## src/rtl/apb_slave_regfile.sv

```systemverilog
// apb_slave_regfile: APB completer fronting a bank of DEPTH word-wide
// read/write registers with a configurable number of wait states.
//
// Build option: define APB_SLV_WAIT_EN to compile in the wait-state counter
// (honours WAIT_CYCLES). Left undefined, the slave is zero-wait and
// WAIT_CYCLES has no effect.
//
// Address, direction and error are captured in the setup cycle and held for
// the rest of the transfer. PRDATA/PSLVERR are decoded combinationally from
// that registered state and the storage, so the response shows up in the same
// cycle that PREADY rises.
module apb_slave_regfile #(
    parameter int ADDR_WIDTH  = 32,
    parameter int DATA_WIDTH  = 32,
    parameter int DEPTH       = 16,
    parameter int WAIT_CYCLES = 2
) (
    input  logic                  PCLK,
    input  logic                  PRESETn,
    input  logic [ADDR_WIDTH-1:0] PADDR,
    input  logic                  PSEL,
    input  logic                  PENABLE,
    input  logic                  PWRITE,
    input  logic [DATA_WIDTH-1:0] PWDATA,
    output logic                  PREADY,
    output logic [DATA_WIDTH-1:0] PRDATA,
    output logic                  PSLVERR
);

    localparam int IDX_W = $clog2(DEPTH);

    typedef enum logic {
        IDLE   = 1'b0,
        ACCESS = 1'b1
    } state_e;

    state_e                          state_q, state_d;
    logic [IDX_W-1:0]                idx_q, idx_d;
    logic                            err_q, err_d;
    logic                            wr_q, wr_d;
    logic [DEPTH-1:0][DATA_WIDTH-1:0] regs_q, regs_d;

    logic addr_err;
    logic setup;
    logic ready;
    logic complete;
    logic commit;

`ifdef APB_SLV_WAIT_EN
    logic [3:0] cnt_q, cnt_d;
`else
    // WAIT_CYCLES is deliberately inert in the zero-wait build.
    logic unused_wait_cfg;
    assign unused_wait_cfg = (WAIT_CYCLES != 0);
`endif

    // Address decode on the live bus: misaligned or beyond the bank is an error.
    always_comb begin
        addr_err = (PADDR[1:0] != 2'b00) || (|PADDR[ADDR_WIDTH-1:IDX_W+2]);
        setup    = PSEL && !PENABLE;
    end

    // Ready is purely a function of registered state; completion needs the
    // master to be in its access phase as well.
`ifdef APB_SLV_WAIT_EN
    assign ready = (state_q == ACCESS) && (cnt_q == 4'd0);
`else
    assign ready = (state_q == ACCESS);
`endif
    assign complete = PSEL && PENABLE && ready;
    assign commit   = complete && wr_q && !err_q;

    // Next-state logic: capture the transfer at setup, count down the wait
    // states, leave on completion or when the master abandons the transfer.
    always_comb begin
        state_d = state_q;
        idx_d   = idx_q;
        err_d   = err_q;
        wr_d    = wr_q;
`ifdef APB_SLV_WAIT_EN
        cnt_d   = cnt_q;
`endif
        case (state_q)
            IDLE: begin
                // PENABLE high while idle is a master error and is ignored.
                if (setup) begin
                    state_d = ACCESS;
                    idx_d   = PADDR[IDX_W+1:2];
                    err_d   = addr_err;
                    wr_d    = PWRITE;
`ifdef APB_SLV_WAIT_EN
                    cnt_d   = 4'(WAIT_CYCLES);
`endif
                end
            end
            ACCESS: begin
                if (!PSEL || complete) begin
                    state_d = IDLE;
`ifdef APB_SLV_WAIT_EN
                    cnt_d   = 4'd0;
`endif
                end
`ifdef APB_SLV_WAIT_EN
                else if (cnt_q != 4'd0) begin
                    cnt_d = cnt_q - 4'd1;
                end
`endif
            end
            default: state_d = IDLE;
        endcase
    end

    // Storage update: a write lands only on a clean completion.
    always_comb begin
        regs_d = regs_q;
        if (commit) begin
            regs_d[idx_q] = PWDATA;
        end
    end

    // Response decode: data only on a clean read, error flag only with ready.
    always_comb begin
        PREADY  = ready;
        PSLVERR = ready && err_q;
        PRDATA  = '0;
        if (ready && !wr_q && !err_q) begin
            PRDATA = regs_q[idx_q];
        end
    end

    // Control state; reset abandons any transfer in flight.
    always_ff @(posedge PCLK or negedge PRESETn) begin
        if (!PRESETn) begin
            state_q <= IDLE;
            idx_q   <= '0;
            err_q   <= 1'b0;
            wr_q    <= 1'b0;
        end else begin
            state_q <= state_d;
            idx_q   <= idx_d;
            err_q   <= err_d;
            wr_q    <= wr_d;
        end
    end

`ifdef APB_SLV_WAIT_EN
    // Wait-state counter.
    always_ff @(posedge PCLK or negedge PRESETn) begin
        if (!PRESETn) begin
            cnt_q <= 4'd0;
        end else begin
            cnt_q <= cnt_d;
        end
    end
`endif

    // Register bank.
    always_ff @(posedge PCLK or negedge PRESETn) begin
        if (!PRESETn) begin
            regs_q <= '0;
        end else begin
            regs_q <= regs_d;
        end
    end

endmodule

```

## config.mk

```make
export PLATFORM = sky130hd
export DESIGN_NAME = apb_slave_regfile
export DESIGN_NICKNAME = d
export VERILOG_FILES = /design/src/rtl/apb_slave_regfile.sv
export SDC_FILE = /design/constraint.sdc
export NUM_CORES = 1
export LEC_CHECK = 0
export ABC_AREA = 1
export BUFFER_PORTS_ARGS = -buffer_cell sky130_fd_sc_hd__buf_2
export CORE_MARGIN = 5
export CORE_UTILIZATION = 37
export DETAILED_ROUTE_END_ITERATION = 10
export GPL_TIMING_DRIVEN = 0
export PLACE_DENSITY = 0.51
export SYNTH_ARGS = -nofsm -noshare
export SYNTH_HDL_FRONTEND = slang
export SYNTH_SLANG_ARGS = --single-unit
```

## constraint.sdc

```tcl
create_clock -name PCLK -period 2.1 [get_ports PCLK]
set_clock_uncertainty 0.05 [all_clocks]
set_input_delay 0.63 -clock PCLK [delete_from_list [all_inputs] [get_ports PCLK]]
set_output_delay 0.63 -clock PCLK [all_outputs]
set_load 0.005 [all_outputs]
```

==> qor.txt <==
Multi-input gate area -> 10810 µm²
Commonest cells after routing, fill and taps aside -> nand2_1, dfrtp_1, o21ai_1, o21ai_0, buf_2
WL per Instance -> 18.11 µm
Mapped Avg Cell Area -> 7.417 µm²
Critical path fanouts, max -> 8
I/O Buffers -> 102
Pre-CTS WS -> -1.386 ns
Outcome -> finished, violations left
DR iter-0 viols -> 1598
Die Y -> 266.8 µm
Share of post-route cells with drive strength above 1 -> 15.88%
Seq pwr share -> 43.6%
Worst path required time -> 1.42 ns
Initial antenna violation count -> 1
# IOs -> 103
Slowest stage delay, CP -> 0.43 ns
Placeable core area -> 65630 µm²
Clock share of power -> 44.9%
CTS tree -> done
Largest net degree at the start of global routing -> 124
Grt total ovfl -> 0
N_diodes -> 0
Post-Synthesis Cells -> 3290
Total number of vias -> 22030
Horiz. Die Dim -> 266.8 µm
First-pass GRT wire length -> 123800 µm
Number of CTS-inserted buffers -> 59
Hold violation count in the final report -> 0
Max Clk Rate -> 0.3203 GHz
Tightest Hold Check Type -> in2reg
Arr. time, crit path -> 2.44 ns
Die area -> 71190 µm²
H-Tree Depth -> 2
Number of synthesis warnings -> 0
Combinational power share -> 11.5%
CP Class -> reg2out
DR vias/cell -> 5.018
VDD IR max -> 0.0005718 V
Final GP Congestion -> 0.8410
Most frequent cell on the critical path -> nand2_1
Final Setup Violations -> 32
Clk_lat worst skew -> 0.62 ns
Switch Pwr -> 6131 µW
WP buf/inv -> 5
Row count -> 94
RSZ-0062 raised after global routing -> yes
Number of routed nets with antenna violations -> 0
LEAKAGE -> 0.01501 µW
CP endpoint kind -> primary output
CP top delay family -> buffers and inverters
CTS Buffer Depth -> 3
Synth unique cells -> 23
# fillers -> 6683
First-pass DRT Iterations -> 6
DRC errors left -> 0
GRT Overall Usage -> 22.19%
Sw Ratio -> 26.56%
Tmin final -> 3.122 ns
Max-cap violations -> 0
Mapped Area -> 24400 µm²
Most common cell after layout, fill and taps aside -> nand2_1
Min setup slack post-route -> -1.022 ns
Power Density -> 778.1 nW/µm²
Nets -> 3548
Max-slew headroom -> 52.46%
Final Cycle Share -> 148.7%
Seq/Total Area, Yosys -> 53.22%
Final wirelength -> 79510 µm
Final slew viol count -> 0
Design Power -> 23080 µW
Slowest CP cell -> dfrtp_1
Layout area overhead -> 21.56%
Internal -> 16950 µW
Net count after synthesis -> 3359
Post-DP HPWL -> 58430 µm
Setup TNS -> -30.60 ns
CTS root buf -> clkbuf_16
Crit-path cells -> buf_12 -> inv_16 -> clkbuf_16 -> buf_8 -> nand2_1 -> nand2_1 -> nand2_1 -> nand2_1 -> nand2_1 -> nand2_2 -> nor2_2 -> nor2_2 -> buf_2
Clock-pin transition on the worst setup and hold timing paths -> 0.06 ns
Starting density of the core -> 37.18%
Reg area -> 12990 µm²
Number of synthesized register bits -> 519
Tightest Pin Transition -> 0.7130 ns
Post-layout util -> 45.20%
Critical Path Source Type -> flip-flop
Failing checks -> setup timing
Sink Count -> 519
Vias in the first global route -> 21640
-- Yosys cell counts, drive strengths merged --
cell type,number,share of area (%)
clkbuf,122,1.9
nand4,2,0.051
inv,44,0.68
nand3,18,1.0
mux2,1,0.046
nor2,91,1.5
nand2,1866,29
dfrtp,519,53
buf,109,2.3
a21oi,4,0.082
o21ai,512,11
nor3,2,0.087
-- path summary, 6_finish.rpt --
check / startpoint / to / slack [ns] / depth (start not counted)
min: PENABLE / PREADY$_DFF_PN0_ / 0.12 / 2
max in group asynchronous: PRESETn / PREADY$_DFF_PN0_ / 0.38 / 4
max: idx_q[0]$_DFFE_PN0P_ / PRDATA[16] / -1.02 / 13
min reg2reg: regs_q[252]$_DFFE_PN0P_ / regs_q[252]$_DFFE_PN0P_ / 0.43 / 2
max reg2reg: idx_q[0]$_DFFE_PN0P_ / regs_q[341]$_DFFE_PN0P_ / 0.08 / 7
min in group asynchronous: PRESETn / regs_q[394]$_DFFE_PN0P_ / 0.55 / 3
-- final cells by class --
class / count / area share (%)
Sequential cell: 519 / 43.80
Multi-Input combinational cell: 2496 / 36.44
Clock buffer: 98 / 6.323
Buffer: 230 / 5.766
Tap cell: 864 / 3.645
Timing Repair Buffer: 129 / 3.130
Inverter: 44 / 0.6412
Clock inverter: 10 / 0.2531
-- what timing repair did --
item | CTS | global route
hold buffers | 2 | 0
setup buffers | 16 | 1
pin swaps | 42 | 43
gates resized for setup | 302 | 149
endpoints found under the setup margin | 294 | 259
hold endpoints to repair | 52 | 0
gates cloned | 4 | 2
-- sequential cells by signal, indices dropped and copies added, names as in the netlist --
register / cells
wr_q: 1
idx_q: 4
PREADY: 1
err_q: 1
regs_q: 512
-- kinds of logic (layout without fill, tap and decap cells) --
family	Yosys count	count (layout)	synth area share, %
buffers and inverters	275	511	4.851
AND/OR/NAND/NOR	1979	1979	31.30
multiplexers	1	1	0.04614
AO/OA/AOI/OAI	516	516	10.58
flip-flops	519	519	53.22
-- through the flow --
| stage | hold slack, ns | instances | instance area [µm²] |
|---|---|---|---|
| CTS | 0.08673 | 4389 | 29310 |
| global placement | 0.4160 | 4256 | 26020 |
| detailed placement | 0.4230 | 4260 | 26140 |
| floorplan | 0.2844 | 3290 | 24430 |
| global route | 0.1008 | 4390 | 29660 |
| finish | 0.1217 | 4390 | 29660 |
-- power groups by stage --
stage / clock network [µW] / registers, µW / logic [µW]
global placement: 0 / 10200 / 1970
floorplan: 0 / 10200 / 954
detailed placement: 0 / 10200 / 2030
global route: 11000 / 10100 / 2840
CTS: 10600 / 10100 / 2590
finish: 10400 / 10100 / 2650
-- metal layers --
metal	share of wire (%)	up-vias	GRT usage, %
met5	0	-	0
met2	48	514	37.94
met3	4.4	125	2.683
met1	44	10699	29.69
met4	3.0	0	6.852
li1	-	10692	-
(Power assumes the default switching activity.)
